==> src/rtl/logic_unit_pkg.sv <==
// Shared definitions for the serial bitwise logic unit: op encodings,
// FSM state type and the default operand width.
package logic_unit_pkg;

    localparam int DEFAULT_WIDTH = 16;

    localparam logic [1:0] OP_AND = 2'b00;
    localparam logic [1:0] OP_OR  = 2'b01;
    localparam logic [1:0] OP_INV = 2'b10;
    localparam logic [1:0] OP_XOR = 2'b11;

    typedef enum logic [1:0] {
        IDLE = 2'd0,
        RUN  = 2'd1,
        DONE = 2'd2
    } state_t;

endpackage

==> src/rtl/logic_lane_eval.sv <==
// Combinational LANE-wide bitwise evaluator: applies one of the four
// logic ops to a slice of A and B.
module logic_lane_eval
    import logic_unit_pkg::*;
#(
    parameter int LANE = 1
) (
    input  logic [1:0]      op,
    input  logic [LANE-1:0] a_slice,
    input  logic [LANE-1:0] b_slice,
    output logic [LANE-1:0] y_slice
);

    // Select the bitwise function for the current slice.
    always_comb begin
        // NOTE: assign a default before the case so no path leaves y_slice unassigned (no latch).
        y_slice = '0;
        unique case (op)
            OP_AND:  y_slice = a_slice & b_slice;
            OP_OR:   y_slice = a_slice | b_slice;
            OP_INV:  y_slice = ~a_slice;
            OP_XOR:  y_slice = a_slice ^ b_slice;
            default: y_slice = '0;
        endcase
    end

endmodule

==> src/rtl/serial_logic_unit.sv <==
// Multi-cycle handshaked bitwise evaluator. A command is latched on the
// input handshake, evaluated LANE bits per cycle LSB-first, and the full
// result is presented on Y until the output handshake.
module serial_logic_unit
    import logic_unit_pkg::*;
#(
    parameter int WIDTH = DEFAULT_WIDTH,
    parameter int LANE  = 1
) (
    input  logic             clk,
    input  logic             rst_n,
    input  logic             in_valid,
    output logic             in_ready,
    input  logic [1:0]       op,
    input  logic [WIDTH-1:0] A,
    input  logic [WIDTH-1:0] B,
    output logic             out_valid,
    input  logic             out_ready,
    output logic [WIDTH-1:0] Y,
    output logic             busy
);

    localparam int BEATS = WIDTH / LANE;
    localparam int CNT_W = (BEATS > 1) ? $clog2(BEATS) : 1;
    localparam logic [CNT_W-1:0] LAST_BEAT = CNT_W'(BEATS - 1);

    state_t           r_state;
    state_t           w_state_next;
    logic [1:0]       r_op;
    logic [WIDTH-1:0] r_a;
    logic [WIDTH-1:0] r_b;
    logic [WIDTH-1:0] r_acc;
    logic [WIDTH-1:0] r_y;
    logic [CNT_W-1:0] r_cnt;

    logic [LANE-1:0]  w_y_slice;
    logic [WIDTH-1:0] w_acc_next;
    logic             w_accept;
    logic             w_last;

    // Handshake status comes from the state register alone.
    assign in_ready  = (r_state == IDLE);
    assign out_valid = (r_state == DONE);
    assign busy      = (r_state == RUN) || (r_state == DONE);
    assign Y         = r_y;

    assign w_accept = in_valid && (r_state == IDLE);
    assign w_last   = (r_cnt == LAST_BEAT);

    // The latched operands are shifted right each beat, so the current
    // slice is always at the bottom; the result slice enters at the top of
    // the accumulator and reaches bit 0 after the final beat.
    logic_lane_eval #(
        .LANE (LANE)
    ) u_lane_eval (
        .op      (r_op),
        .a_slice (r_a[LANE-1:0]),
        .b_slice (r_b[LANE-1:0]),
        .y_slice (w_y_slice)
    );

    assign w_acc_next = (r_acc >> LANE) | (WIDTH'(w_y_slice) << (WIDTH - LANE));

    // State register.
    always_ff @(posedge clk or negedge rst_n) begin
        // NOTE: sequential state uses non-blocking assignments so every flop samples pre-edge values.
        if (!rst_n) begin
            r_state <= IDLE;
        end else begin
            r_state <= w_state_next;
        end
    end

    // Next-state decode: accept in IDLE, count beats in RUN, wait for the consumer in DONE.
    always_comb begin
        w_state_next = r_state;
        unique case (r_state)
            IDLE:    if (in_valid)  w_state_next = RUN;
            RUN:     if (w_last)    w_state_next = DONE;
            DONE:    if (out_ready) w_state_next = IDLE;
            default: w_state_next = IDLE;
        endcase
    end

    // Datapath: latch the command, evaluate one slice per beat, publish Y on the last beat.
    always_ff @(posedge clk or negedge rst_n) begin
        if (!rst_n) begin
            r_op  <= OP_AND;
            r_a   <= '0;
            r_b   <= '0;
            r_acc <= '0;
            r_y   <= '0;
            r_cnt <= '0;
        end else if (w_accept) begin
            r_op  <= op;
            r_a   <= A;
            r_b   <= B;
            r_cnt <= '0;
        end else if (r_state == RUN) begin
            r_a   <= r_a >> LANE;
            r_b   <= r_b >> LANE;
            r_acc <= w_acc_next;
            r_cnt <= w_last ? '0 : r_cnt + CNT_W'(1);
            if (w_last) begin
                r_y <= w_acc_next;
            end
        end
    end

endmodule

==> config.mk <==
export PLATFORM = sky130hd
export DESIGN_NAME = serial_logic_unit
export DESIGN_NICKNAME = d
export VERILOG_FILES = /design/src/rtl/logic_unit_pkg.sv /design/src/rtl/logic_lane_eval.sv /design/src/rtl/serial_logic_unit.sv
export SDC_FILE = /design/constraint.sdc
export NUM_CORES = 1
export LEC_CHECK = 0
export ABC_AREA = 1
export BUFFER_PORTS_ARGS = -buffer_cell sky130_fd_sc_hd__buf_4
export CAP_MARGIN = 20
export CORE_MARGIN = 4
export CORE_UTILIZATION = 55
export CTS_CLUSTER_SIZE = 12
export DETAILED_ROUTE_END_ITERATION = 12
export PLACE_DENSITY = 0.79
export SLEW_MARGIN = 20
export SYNTH_ARGS = -nofsm -noshare
export SYNTH_HDL_FRONTEND = slang
export SYNTH_SLANG_ARGS = --single-unit
==> constraint.sdc <==
create_clock -name clk -period 1.5 [get_ports clk]
set_clock_uncertainty 0.05 [all_clocks]
set_input_delay 0.15 -clock clk [delete_from_list [all_inputs] [get_ports clk]]
set_output_delay 0.15 -clock clk [all_outputs]
set_load 0.02 [all_outputs]
==> run summary <==
clock buffer depth = 2
reg2reg setup slack = 0.07 ns
DR vias = 2772
Post-route DRC = 0
Buf+Inv Stages, Crit Path = 2
Worst Tran Pin Value = 0.419 ns
WHS Path Cells = 3
Worst R2R Path Depth = 7
Leak Pwr = 2.12 nW
Crit path largest cell delay = 0.42 ns
Max-Cap Viols = 0
WHS = 0.00781 ns
Yosys top cell area share = 0.562
cell area after layout = 0.00415 sq mm
drt total wl = 7510 um
Seq cells post-synth = 71
synth unique cells = 20
largest net degree at the start of global routing = 42
worst r2r dst = r_a[12]$_DFFE_PN0P_
outcome = complete, no violations
Yosys warnings = 0
register area = 0.00178 sq mm
Placeable Area = 0.00554 sq mm
period utilization = 0.960
Total GRT Usage = 0.206
Switching Share = 0.378
min-delay worst type = input port to register
residual overflow from global routing = 0
vias per std cell = 5.29
CTS H-Tree Depth = 3
sequential power share = 0.423
first-pass GRT wire length = 11700 um
ANT cells = 0
gpl congestion = 0.760
P_int = 0.00454 W
Adder-Cell Fraction of Synth Area = 0.0277
commonest non-fill, non-tap cell in the layout = nand2_1
post-synthesis xor/xnor area fraction = 0
mux cell area share after synthesis = 0
CP Data Arrival Time = 1.24 ns
Seq/Total Area, Yosys = 0.562
commonest cells after routing, fill and taps aside = nand2_1, dfrtp_1, buf_4
Crit path max-delay family = flip-flops
Combinational Power Share = 0.390
Hold Path Origin = B[5]
Post-Syn Nets = 418
area of the multi-input gates = 0.00127 sq mm
row count = 27
CP required = 1.30 ns
share of cells above drive strength 1 = 0.235
clk_lat worst skew = 0.33 ns
drt initial violations = 202
reg2reg start = r_state[0]$_DFFE_PN0P_
CTS Sinks = 71
Rel. slew slack = 0.721
first-pass iteration count of the detailed router = 5
Starting Density = 0.571
fin crit period = 1.44 ns
P per Cell Area = 1760 mW/mm^2
die area = 0.00703 sq mm
input/output buffers = 56
Synth area leader = dfrtp_1
Syn Std Cell Area = 0.00316 sq mm
Synth Area per Inst = 8.48 sq um
setup violators final = 0
Critical-path top delay cell = dfrtp_1
Max Slew Vio Count = 0
Sw Pwr = 0.00275 W
Worst Path Class, Setup = register to output port
Final Hold Fails = 0
Die Y = 83.8 um
Layout Nets = 492
CTS Root Cell = clkbuf_8
Post-Synthesis Cells = 373
TritonCTS buffer count = 9
VDD IR max = 1.00 mV
startpoint types = register
DR WL/cell = 14.3 um
largest family of logic cells by synthesized area = simple AND/OR/NAND/NOR gates
die extent in x = 83.8 um
area grow syn2layout = 31.2%
Clk pwr share = 0.187
Worst Hold Endpoint = r_b[5]$_DFFE_PN0P_
Final ANT Viol Nets = 0
dpl cell area = 0.00370 sq mm
antenna violations before repair = 0
simple-gate share of the synthesized area = 0.246
FILL cells = 414
dpl hpwl = 4600 um
post-synthesis compound-gate area fraction = 0.108
clock-pin transition on the worst setup and hold timing paths = 0.07 ns
CP cell instances = inv_2, ha_1, buf_4
Fmax = 694 MHz
dominant cells by area after synthesis = dfrtp_1, nand2_1, a21oi_1, nor2_1, ha_1
vias in the first global route = 2635
Boundary Pins = 57
Crit Path Max Fanout = 3
Worst Setup End Kind = output port
TritonCTS clock tree = done
-- worst min-delay path, stage by stage --
cell,delay (ns)
buf_4,0.08
nor2_1,0.03
a21oi_1,0.10
-- worst max-delay path by stage --
stage	start	end	cells after the start	slack, ns
2_1_floorplan	r_state[0]$_DFFE_PN0P_	r_a[10]$_DFFE_PN0P_	7	0.04
3_3_place_gp	r_state[0]$_DFFE_PN0P_	Y[6]$_DFFE_PN0P_	7	-0.02
3_5_place_dp	r_state[1]$_DFFE_PN0P_	Y[13]$_DFFE_PN0P_	6	-0.07
4_1_cts	r_state[0]$_DFFE_PN0P_	Y[0]$_DFFE_PN0P_	7	-0.006
5_1_grt	r_state[0]$_DFFE_PN0P_	r_a[12]$_DFFE_PN0P_	7	-0.01
6_report	r_state[0]$_DFFE_PN0P_	out_valid	3	0.06
-- cells in the mapped netlist, drive strengths merged --
master    n
a21oi    57
buf      15
clkbuf    5
dfrtp    71
ha        7
inv      16
nand2   144
nand3    14
nand4     2
nor2     32
o211ai    2
o21ai     8
-- layout make-up --
cell class                      instances  area share
Clock buffer                           13      0.0383
Clock inverter                          3     0.00422
Inverter                               16      0.0157
Multi-Input combinational cell        267       0.306
Sequential cell                        71       0.428
Tap cell                               72      0.0217
Timing Repair Buffer                   82       0.186
-- power by group through the flow --
stage          Sequential, W  Clock [W]  Combinational (W)
6_report             0.00308    0.00136            0.00284
3_3_place_gp         0.00304          0            0.00237
3_5_place_dp         0.00307          0            0.00247
4_1_cts              0.00304    0.00138            0.00253
5_1_grt              0.00316    0.00148            0.00319
2_1_floorplan        0.00296          0            0.00181
-- metal layers --
metal	up-vias	track usage	wire (um)
met3	13	0.0365	492
li1	1338	-	-
met5	-	0	0
met4	0	0.101	146
met1	1324	0.258	3040
met2	97	0.343	3840
-- state kept, by name, indices dropped and copies added, names as in the netlist --
| signal | count |
|---|---|
| Y | 16 |
| r_a | 16 |
| r_acc | 15 |
| r_b | 16 |
| r_cnt | 4 |
| r_op | 2 |
| r_state | 2 |
-- stage by stage --
stage          cells  setup WS, ns  total power [W]  utilization  setup TNS [ns]
3_5_place_dp     494       -0.0685          0.00555        0.669          -0.893
4_1_cts          519      -0.00601          0.00695        0.721         -0.0105
5_1_grt          524       -0.0141          0.00783        0.749         -0.0141
2_1_floorplan    373        0.0353          0.00477            -               0
6_report         524        0.0597          0.00729        0.749               0
3_3_place_gp     494       -0.0192          0.00541        0.669          -0.225
-- logic make-up (layout without fill, tap and decap cells) --
family	after synthesis	in the layout
simple gates	192	193
flops	71	71
compound gates	67	67
buf+inv	36	114
fa+ha+maj	7	7
-- what timing repair did --
item | 4_1_cts | 5_1_grt
resized for setup | 3 | 12
pin swaps | 2 | 2
endpoints found under the setup margin | 18 | 51
buffers inserted | 2 | 2
hold buffers | 6 | 0
endpoints found under the hold margin | 32 | 0
gates cloned | 1 | 3
No activity file was read; power rests on OpenSTA's default activity.
